===== config.mk =====
export PLATFORM = sky130hd
export DESIGN_NAME = wb_select_arbiter_flat
export DESIGN_NICKNAME = d
export VERILOG_FILES = /design/src/rtl/wb_select_arbiter_if.sv /design/src/rtl/wb_select_arbiter.sv /design/src/flat_wrapper.sv
export SDC_FILE = /design/constraint.sdc
export NUM_CORES = 1
export LEC_CHECK = 0
export CAP_MARGIN = 20
export CORE_ASPECT_RATIO = 1.25
export CORE_MARGIN = 2
export CORE_UTILIZATION = 44
export DETAILED_ROUTE_END_ITERATION = 16
export PLACE_DENSITY = 0.82
export SYNTH_ARGS = -nofsm -noshare
export SYNTH_HDL_FRONTEND = slang
export SYNTH_SLANG_ARGS = --single-unit
export TNS_END_PERCENT = 20

===== constraint.sdc =====
create_clock -name clk -period 4.1 [get_ports clk]
set_input_delay 0.41 -clock clk [delete_from_list [all_inputs] [get_ports clk]]
set_output_delay 0.41 -clock clk [all_outputs]
set_load 0.01 [all_outputs]

===== src/rtl/wb_select_arbiter_if.sv =====
// rtl/wb_select_arbiter_if.sv - channel and output handshake bundle for wb_select_arbiter
interface wb_select_arbiter_if #(
    parameter int WIDTH    = 18,
    parameter int CHANNELS = 4,
    parameter int SEL_W    = $clog2(CHANNELS)
);
    logic                      mode;
    logic [SEL_W-1:0]          sel;
    logic [CHANNELS*WIDTH-1:0] in_data;
    logic [CHANNELS-1:0]       in_valid;
    logic [CHANNELS-1:0]       in_ready;
    logic [WIDTH-1:0]          out_data;
    logic [SEL_W-1:0]          out_src;
    logic                      out_valid;
    logic                      out_ready;

    modport master (
        output mode, sel, in_data, in_valid, out_ready,
        input  in_ready, out_data, out_src, out_valid
    );

    modport slave (
        input  mode, sel, in_data, in_valid, out_ready,
        output in_ready, out_data, out_src, out_valid
    );
endinterface


===== src/rtl/wb_select_arbiter.sv =====
// rtl/wb_select_arbiter.sv - registered N:1 write-back selector, direct or round-robin
// Optional transfer counter: WB_SELECT_GRANT_CNT_EN
module wb_select_arbiter #(
    parameter int WIDTH    = 18,
    parameter int CHANNELS = 4,
    parameter int SEL_W    = $clog2(CHANNELS)
) (
    input  logic clk,
    input  logic rst_n,
    wb_select_arbiter_if.slave bus
`ifdef WB_SELECT_GRANT_CNT_EN
    ,
    input  logic        cnt_clr,
    output logic [15:0] grant_cnt
`endif
);
    logic [WIDTH-1:0]    out_data_q, out_data_d;
    logic [SEL_W-1:0]    out_src_q, out_src_d;
    logic                out_valid_q, out_valid_d;
    logic [SEL_W-1:0]    rr_ptr_q, rr_ptr_d;

    logic                load_ok;
    logic                found;
    logic                xfer;
    logic [CHANNELS-1:0] grant;
    logic [CHANNELS-1:0] ready;
    logic [SEL_W-1:0]    grant_idx;
    logic [SEL_W-1:0]    idx;

    always_comb begin
        load_ok   = !out_valid_q || bus.out_ready;
        grant     = '0;
        grant_idx = '0;
        found     = 1'b0;
        idx       = '0;
        if (!bus.mode) begin
            // Out-of-range select values match no channel and so grant nothing.
            for (int i = 0; i < CHANNELS; i++) begin
                if (bus.sel == SEL_W'(i)) begin
                    grant[i]  = bus.in_valid[i];
                    grant_idx = SEL_W'(i);
                end
            end
        end else begin
            for (int k = 1; k <= CHANNELS; k++) begin
                idx = SEL_W'((int'(rr_ptr_q) + k) % CHANNELS);
                if (!found && bus.in_valid[idx]) begin
                    found      = 1'b1;
                    grant[idx] = 1'b1;
                    grant_idx  = idx;
                end
            end
        end
    end

    always_comb begin
        ready       = rst_n ? (grant & {CHANNELS{load_ok}}) : '0;
        xfer        = |(ready & bus.in_valid);
        out_data_d  = out_data_q;
        out_src_d   = out_src_q;
        out_valid_d = out_valid_q;
        rr_ptr_d    = rr_ptr_q;
        if (xfer) begin
            out_data_d  = bus.in_data[grant_idx*WIDTH +: WIDTH];
            out_src_d   = grant_idx;
            out_valid_d = 1'b1;
            if (bus.mode) begin
                rr_ptr_d = grant_idx;
            end
        end else if (load_ok) begin
            out_valid_d = 1'b0;
        end
    end

    always_ff @(posedge clk) begin
        if (!rst_n) begin
            out_data_q  <= '0;
            out_src_q   <= '0;
            out_valid_q <= 1'b0;
            rr_ptr_q    <= SEL_W'(CHANNELS - 1);
        end else begin
            out_data_q  <= out_data_d;
            out_src_q   <= out_src_d;
            out_valid_q <= out_valid_d;
            rr_ptr_q    <= rr_ptr_d;
        end
    end

    assign bus.in_ready  = ready;
    assign bus.out_data  = out_data_q;
    assign bus.out_src   = out_src_q;
    assign bus.out_valid = out_valid_q;

`ifdef WB_SELECT_GRANT_CNT_EN
    logic [15:0] grant_cnt_q, grant_cnt_d;

    always_comb begin
        grant_cnt_d = grant_cnt_q;
        if (cnt_clr) begin
            grant_cnt_d = '0;
        end else if (xfer && grant_cnt_q != 16'hFFFF) begin
            grant_cnt_d = grant_cnt_q + 16'd1;
        end
    end

    always_ff @(posedge clk) begin
        if (!rst_n) begin
            grant_cnt_q <= '0;
        end else begin
            grant_cnt_q <= grant_cnt_d;
        end
    end

    assign grant_cnt = grant_cnt_q;
`endif
endmodule


===== src/flat_wrapper.sv =====
// flat-port wrapper written by rule: the top's interface ports become plain ports
module wb_select_arbiter_flat 
#(
    parameter int WIDTH    = 18,
    parameter int CHANNELS = 4,
    parameter int SEL_W    = $clog2(CHANNELS)
)
  (clk, rst_n, bus_mode, bus_sel, bus_in_data, bus_in_valid, bus_out_ready, bus_in_ready, bus_out_data, bus_out_src, bus_out_valid);
  wb_select_arbiter_if #(.WIDTH(WIDTH), .CHANNELS(CHANNELS), .SEL_W(SEL_W)) bus_i ();
  input  logic clk;
  input  logic rst_n;
  input wire logic [$bits(bus_i.mode)-1:0] bus_mode;
  input wire logic [$bits(bus_i.sel)-1:0] bus_sel;
  input wire logic [$bits(bus_i.in_data)-1:0] bus_in_data;
  input wire logic [$bits(bus_i.in_valid)-1:0] bus_in_valid;
  input wire logic [$bits(bus_i.out_ready)-1:0] bus_out_ready;
  output wire logic [$bits(bus_i.in_ready)-1:0] bus_in_ready;
  output wire logic [$bits(bus_i.out_data)-1:0] bus_out_data;
  output wire logic [$bits(bus_i.out_src)-1:0] bus_out_src;
  output wire logic [$bits(bus_i.out_valid)-1:0] bus_out_valid;
  assign bus_i.mode = bus_mode;
  assign bus_i.sel = bus_sel;
  assign bus_i.in_data = bus_in_data;
  assign bus_i.in_valid = bus_in_valid;
  assign bus_i.out_ready = bus_out_ready;
  assign bus_in_ready = bus_i.in_ready;
  assign bus_out_data = bus_i.out_data;
  assign bus_out_src = bus_i.out_src;
  assign bus_out_valid = bus_i.out_valid;
  wb_select_arbiter #(.WIDTH(WIDTH), .CHANNELS(CHANNELS), .SEL_W(SEL_W)) u_core (.clk(clk), .rst_n(rst_n), .bus(bus_i));
endmodule

==> impl_metrics.xml <==
<?xml version="1.0" encoding="UTF-8"?>
<metrics>
  <group name="sta">
    <metric name="min_cycle_time_layout" unit="ps">3490</metric>
    <metric name="max_slew.worst_pin.slew" unit="ps">806.6</metric>
    <metric name="min_period_over_period" unit="">0.8513</metric>
    <metric name="timing_hold_violations_final" unit="">0</metric>
    <metric name="timing.fmax" unit="MHz">286.5</metric>
    <metric name="rsz_0062_raised_after_global_routing" unit="">false</metric>
    <metric name="timing.slew.headroom" unit="">0.4594</metric>
    <metric name="finalMaxSlewViolations" unit="">0</metric>
    <metric name="worst_clock_skew" unit="ps">2.258</metric>
    <metric name="tns" unit="ps">0</metric>
    <metric name="timing.final.setup_violations" unit="">0</metric>
  </group>
  <group name="logic_synthesis">
    <metric name="ys_ff_latch" unit="">23</metric>
    <metric name="synthXorXnorAreaFrac" unit="">0</metric>
    <metric name="synth_compound_area_frac" unit="">0.3434</metric>
    <metric name="synth_top_flop_cell" unit="">sky130_fd_sc_hd__dfxtp_1</metric>
    <metric name="muxShareOfSynthArea" unit="">0.05525</metric>
    <metric name="yosysWarnings" unit="">0</metric>
    <metric name="synth_seq_area_share" unit="">0.1815</metric>
    <metric name="synth_enable_flop_cells" unit="">0</metric>
    <metric name="synth_fp_nets" unit="">393</metric>
    <metric name="synth_adder_area_share" unit="">0.03947</metric>
    <metric name="post_synth_and_or_nand_nor_area_fraction" unit="">0.3014</metric>
    <metric name="async_flop_share" unit="">0</metric>
    <metric name="main_combinational_cell_family_by_area_after_synthesis" unit="">compound AO/OA/AOI/OAI gates</metric>
    <metric name="synth.lib_cells_used.distinct" unit="">55</metric>
    <metric name="netlist_instances" unit="">303</metric>
    <metric name="netlist_area" unit="µm²">2536</metric>
    <metric name="synthesis.area_per_instance" unit="µm²">8.370</metric>
  </group>
  <group name="cells_and_area">
    <metric name="layout.cells.most_common" unit="">sky130_fd_sc_hd__clkdlybuf4s50_1</metric>
    <metric name="area_growth" unit="%">44.45</metric>
    <metric name="fillCellCount" unit="">465</metric>
    <metric name="drive_gt1_frac" unit="">0.1120</metric>
    <metric name="layout.cells.most_common_list" unit="">106 x sky130_fd_sc_hd__clkdlybuf4s50_1, 36 x sky130_fd_sc_hd__nor3b_1, 26 x sky130_fd_sc_hd__nand2_1</metric>
    <metric name="layout.nets" unit="">484</metric>
    <metric name="total_inserted_antenna_cells" unit="">0</metric>
  </group>
  <group name="place">
    <metric name="port_buffers" unit="">106</metric>
    <metric name="detailedPlacementHpwl" unit="mm">6.103</metric>
    <metric name="gpl.final_weighted_congestion" unit="">1.009</metric>
  </group>
  <group name="global_routing">
    <metric name="grt_start_max_net_pins" unit="">37</metric>
    <metric name="global_route.usage.total" unit="">0.2598</metric>
    <metric name="number_of_global_route_vias_before_repair" unit="">2819</metric>
    <metric name="grt_overflow" unit="">0</metric>
    <metric name="global_route_wire_length_before_repair" unit="mm">13.43</metric>
    <metric name="initial_antenna_violation_count" unit="">0</metric>
  </group>
  <group name="cts">
    <metric name="clk_pin_slew" unit="ps">80</metric>
    <metric name="cts-buffers-inserted" unit="">3</metric>
    <metric name="worstSkewPairLatency" unit="ps">260</metric>
    <metric name="cts_tree" unit="">done</metric>
    <metric name="cts_hold_buf" unit="">0</metric>
    <metric name="cts_resized" unit="">0</metric>
    <metric name="postCtsSetupBuffers" unit="">0</metric>
    <metric name="cts-htree-levels" unit="">1</metric>
    <metric name="clockRootBuffer" unit="">sky130_fd_sc_hd__clkbuf_8</metric>
    <metric name="cts_sinks" unit="">23</metric>
    <metric name="max-clock-path-buffers" unit="">2</metric>
  </group>
  <group name="status">
    <metric name="run_status" unit="">complete, no violations</metric>
  </group>
  <group name="pwr">
    <metric name="pwr_density_cell" unit="nW/µm²">552.9</metric>
    <metric name="fin_total_pwr" unit="mW">2.025</metric>
    <metric name="vdd_ir_drop_max" unit="mV">0.2438</metric>
    <metric name="p_leak" unit="nW">1.251</metric>
  </group>
  <group name="run">
    <metric name="maxCapViolCount" unit="">0</metric>
  </group>
  <group name="worst_setup_path">
    <metric name="rr_endpoint" unit="">u_core.bus.out_data[17]</metric>
    <metric name="crit_fanout" unit="">14</metric>
    <metric name="crit_path_frequent_cell" unit="">sky130_fd_sc_hd__clkdlybuf4s50_1</metric>
    <metric name="r2r_start" unit="">u_core.rr_ptr_q[0]</metric>
    <metric name="worst-endpoint-arrival" unit="ps">3080</metric>
    <metric name="setup.worst_path.end_class" unit="">output port</metric>
    <metric name="critical_path_required" unit="ps">3690</metric>
    <metric name="worst_path_max_delay_cell" unit="">sky130_fd_sc_hd__mux4_2</metric>
    <metric name="reg2reg_slack" unit="ps">800</metric>
    <metric name="path_class" unit="">in2out</metric>
    <metric name="crit_path_cell_trace" unit="">clkdlybuf4s50_1 &gt; mux4_2 &gt; nand3b_1 &gt; a2111oi_2 &gt; or3_1 &gt; clkdlybuf4s50_1</metric>
    <metric name="cp_slowest_stage_delay" unit="ps">680</metric>
    <metric name="worstSetupStartpointType" unit="">input port</metric>
    <metric name="reg2regPathDepth" unit="">9</metric>
  </group>
  <group name="hold_path">
    <metric name="hold_path_class" unit="">reg2reg</metric>
    <metric name="timing.hold.worst.start" unit="">u_core.bus.out_src[0]</metric>
    <metric name="worst_hold_path.endpoint" unit="">u_core.bus.out_src[0]</metric>
    <metric name="hold_path_depth" unit="">2</metric>
  </group>
  <group name="floorplan">
    <metric name="die-width" unit="µm">71.91</metric>
    <metric name="design.die.area" unit="µm²">6391</metric>
    <metric name="initial_cell_density_of_the_core" unit="">0.4628</metric>
    <metric name="row_count" unit="">30</metric>
    <metric name="fp.dieH" unit="µm">88.89</metric>
    <metric name="design.core.area" unit="µm²">5480</metric>
    <metric name="io_pins" unit="">107</metric>
  </group>
  <group name="route">
    <metric name="routed_via_density" unit="">6.405</metric>
    <metric name="wl_per_cell" unit="µm">18.06</metric>
    <metric name="remaining_routing_drc_violations" unit="">0</metric>
    <metric name="drt_wl_total" unit="mm">8.255</metric>
    <metric name="route.vias.total" unit="">2927</metric>
    <metric name="detail_route_antenna_nets" unit="">0</metric>
    <metric name="drt_first_pass_iters" unit="">5</metric>
    <metric name="drt_iter0_drc" unit="">337</metric>
  </group>
</metrics>
[sequential cells by signal, summed over array words and instances (netlist names)]
name                  count
u_core.bus.out_src        2
u_core.rr_ptr_q           2
u_core.bus.out_data      18
u_core.bus.out_valid      1
[cell families (layout without fill, tap and decap cells)]
| group | Yosys count | count (layout) |
|---|---|---|
| and+or+nand+nor | 123 | 123 |
| muxes | 10 | 10 |
| AOI/OAI and AO/OA | 100 | 100 |
| buffers and inverters | 39 | 129 |
| DFF | 23 | 23 |
| adders and majority gates | 8 | 8 |
[Yosys cell counts, drive strengths merged (5+ instances only)]
cell type,count,share of area
mux2i,5,0.020
nor3,6,0.014
buf,15,0.043
nand2,26,0.038
a221oi,18,0.062
a21oi,15,0.031
or4,18,0.053
dfxtp,23,0.18
nand3b,6,0.018
nor2b,8,0.020
o31ai,21,0.064
nor3b,36,0.11
ha,8,0.039
nor2,7,0.010
a2111oi,20,0.099
clkbuf,19,0.028
[power by group]
group / internal (mW) / switching, mW
clock: 0.0679 / 0.0732
sequential: 0.314 / 0.0433
combinational: 0.699 / 0.828
[metrics by stage]
step	std cells	area [µm²]	hold slack (ps)	setup slack [ps]	utilization
2_1_floorplan	303	2536	490.8	820.6	-
3_3_place_gp	452	3606	486.6	427.0	0.6580
3_5_place_dp	452	3606	499.6	222.5	0.6580
4_1_cts	456	3652	511.3	498.0	0.6664
5_1_grt	457	3664	537.6	391.0	0.6685
6_report	457	3664	520.2	609.7	0.6685
[worst max-delay path: cells and delay by family]
family                 cells  cell delay [ps]
muxes                      1              680
buffers and inverters      2             1150
AOI/OAI and AO/OA          1              400
and+or+nand+nor            2              440
[per-layer routing]
metal	vias to the layer above	global-route usage	part of all wire
li1	1402	-	-
met1	1364	0.3206	0.41
met2	141	0.4655	0.50
met3	20	0.03075	0.063
met4	0	0.09091	0.025
met5	-	0	0
[cell type report]
| class | instances | area [µm²] | area share |
|---|---|---|---|
| tap | 64 | 80.08 | 0.02186 |
| timing repair buffer | 120 | 1170 | 0.3193 |
| multi-input combinational | 241 | 1888 | 0.5154 |
| clock inverter | 1 | 5.005 | 0.001366 |
| sequential | 23 | 460.4 | 0.1257 |
| inverter | 5 | 18.77 | 0.005123 |
| clock buffer | 3 | 41.29 | 0.01127 |
[worst max-delay path by stage]
stage,from,endpoint,slack [ps]
final,bus_in_valid[3],bus_in_ready[0],610
after global routing,bus_in_valid[2],u_core.bus.out_data[17],390
after CTS,bus_in_valid[3],u_core.bus.out_data[17],500
after detailed placement,bus_in_valid[3],u_core.bus.out_data[17],220
after global placement,bus_in_valid[3],u_core.bus.out_data[3],430
after floorplan,u_core.rr_ptr_q[0],u_core.bus.out_data[8],820
Power figures use the tool's default switching activity.
==> RTL edit, RTL diff (config.mk and constraints unchanged) <==
`out_data_q` no longer has a reset.
--- a/src/rtl/wb_select_arbiter.sv
+++ b/src/rtl/wb_select_arbiter.sv
@@ -74,16 +74,18 @@
 
     always_ff @(posedge clk) begin
         if (!rst_n) begin
-            out_data_q  <= '0;
             out_src_q   <= '0;
             out_valid_q <= 1'b0;
             rr_ptr_q    <= SEL_W'(CHANNELS - 1);
         end else begin
-            out_data_q  <= out_data_d;
             out_src_q   <= out_src_d;
             out_valid_q <= out_valid_d;
             rr_ptr_q    <= rr_ptr_d;
         end
+    end
+
+    always_ff @(posedge clk) begin
+        out_data_q <= out_data_d;
     end
 
     assign bus.in_ready  = ready;
Check against the original RTL: differs if rst_n is asserted again (counterexample within 4 cycles, from zero or initial values and one cycle with rst_n low); with rst_n held inactive, the same outputs for 10 cycles.
==> RTL edit against the unedited design <==
Die area shrank 13%. Power shrank 14%. Worst setup slack worse by 0.21 ns. Critical path type unchanged. Fmax fell by 5.6%. Synthesized area is 14% lower. Largest power group unchanged. Sequential cell count unchanged. Routed wire length decreased by 25%. Synthesized cell count down 31%. Utilization rose by 2.9 points. Final area shrank 9.3%.
==> RTL edit: results (changes against the unedited design) <==
status: "completed"
fillers: 381  # -18%
synth_nets: 300  # -24%
synth_area_leaders: "mux2i_1 (27%), edfxtp_1 (25%), dfxtp_1 (4.6%)"
worst_pin_slew_ns: 0.665  # -0.141 ns
reg2reg_to: "u_core.rr_ptr_q[1]$_SDFFE_PN1P_"
drt-initial-drc-count: 153  # -55%
pre_cts_ws_ns: 0.459  # +0.237 ns
r2r_start: "u_core.rr_ptr_q[0]$_SDFFE_PN1P_"
drt_pass1_iterations: 4  # -1
cts_buffer_depth: 2  # unchanged
clk_pin_slew_worst_paths_ns: 0.08  # about the same
vias_per_cell: 5.62  # -12%
grt_max_degree: 21  # -43%
grt_pass1_wl_um: 10400  # -22%
synthArstFlopShare: 0  # unchanged
ys_seq_area_frac: 0.293  # +0.111
final.setup_skew_ns: 0.00712  # +0.00486 ns
ir_drop_mv: 0.386  # +58%
holdPathEnd: "u_core.bus.out_src[1]$_SDFFE_PN0P_"
pg_clk_w: 0.000139
gp_congestion: 0.888  # -12%
met2_length_um: 3380  # -19%
hpwl_um: 4990  # -18%
synth-edff-count: 18  # +18
m1WireLength_um: 2250  # -33%
yosysUniqueCellTypes: 38  # -31%
internal_power_w: 0.00105  # -3.1%
cp.arrival_ns: 3.29  # +0.21 ns
synth_common_cells: "mux2i_1 (58), edfxtp_1 (18), nand2_1 (10), nor2_1 (9)"
min-delay-start: "u_core.bus.out_src[1]$_SDFFE_PN0P_"
power.leakage_nw: 1.40  # +12%
reg2reg_slack_ns: 0.82  # +0.02 ns
synth-main-ff-cell: "edfxtp_1"
route.met3.wl_um: 370  # -29%
hold_path_depth: 2  # unchanged
grt_pass1_vias: 2169  # -23%
h-tree-depth: 1  # unchanged
gr-usage-all-layers: 0.242  # -0.0180
setup_ws_ns: 0.404  # -0.205 ns
cts-root-buf: "clkbuf_8"
wl_per_cell_um: 16.6  # -8.0%
cts_hold_buffers: 0  # unchanged
layout-drive-gt1-share: 0.0769  # -0.0350
finish.net_count: 403  # -17%
top_layer: "met4"
p_seq_w: 0.000408  # +14%
hp-class: "register to register"
crit_fanout: 14  # unchanged
cts_buffers: 3  # unchanged
clock_latency_ns: 0.26  # about the same
-- RTL edit: changes by cell type in the layout (fill, tap and decap cells not counted), moves of 16 or more --
cell and delta:
mux2i_1 +53, o31ai_1 -20, dfxtp_1 -18, nand2_1 -16, or4_1 -18, a221oi_1 -18
nor3b_1 -33, edfxtp_1 +18
-- RTL edit: layout make-up --
| class | instances | area [sq um] | share of cell area |
|---|---|---|---|
| Timing Repair Buffer | 115 | 1140 | 0.343 |
| Inverter | 6 | 22.5 | 0.00678 |
| Clock buffer | 3 | 41.3 | 0.0124 |
| Multi-Input combinational cell | 164 | 1400 | 0.421 |
| Tap cell | 60 | 75.1 | 0.0226 |
| Clock inverter | 1 | 5.00 | 0.00151 |
| Sequential cell | 23 | 641 | 0.193 |
-- RTL edit: how the worst max path moves through the flow --
stage | startpoint | end | depth (start not counted)
after floorplan | u_core.rr_ptr_q[0]$_SDFFE_PN1P_ | u_core.rr_ptr_q[0]$_SDFFE_PN1P_ | 13
after global placement | bus_in_valid[2] | bus_in_ready[0] | 8
after detailed placement | bus_in_valid[2] | bus_in_ready[0] | 8
after CTS | bus_in_valid[2] | bus_in_ready[0] | 8
after global routing | bus_in_valid[3] | bus_in_ready[0] | 8
final | bus_in_valid[3] | bus_in_ready[0] | 8
-- RTL edit: cell families (layout without fill, tap and decap cells) --
| logic type | count (synthesis) | after routing | share of synthesized area |
|---|---|---|---|
| multiplexers | 65 | 65 | 0.322 |
| flip-flops | 23 | 23 | 0.293 |
| adder cells (fa/ha/maj) | 8 | 8 | 0.0458 |
| AND/OR/NAND/NOR | 48 | 48 | 0.126 |
| AO/OA/AOI/OAI | 43 | 43 | 0.140 |
| buffers and inverters | 23 | 125 | 0.0732 |
-- RTL edit: metal layers --
layer	vias to the layer above	global-route usage
met5	-	0
met4	0	0.100
met3	16	0.0474
met2	101	0.436
met1	950	0.266
li1	1022	-
-- RTL edit: per-stage QoR --
| step | instances | area, sq um | total power [W] | hold slack, ns |
|---|---|---|---|---|
| floorplan | 210 | 2190 | 0.00122 | 0.483 |
| global placement | 368 | 3280 | 0.00160 | 0.450 |
| detailed placement | 368 | 3280 | 0.00160 | 0.465 |
| CTS | 372 | 3320 | 0.00175 | 0.477 |
| global route | 372 | 3320 | 0.00186 | 0.529 |
| finish | 372 | 3320 | 0.00174 | 0.476 |
-- RTL edit: critical path, cell delays in order --
cell and delay (ns):
clkdlybuf4s50_1 0.65, mux4_2 0.73, nor4b_4 0.47, nand2_1 0.13
a31oi_1 0.19, a31oi_1 0.06, nor2_1 0.10, clkdlybuf4s50_1 0.54
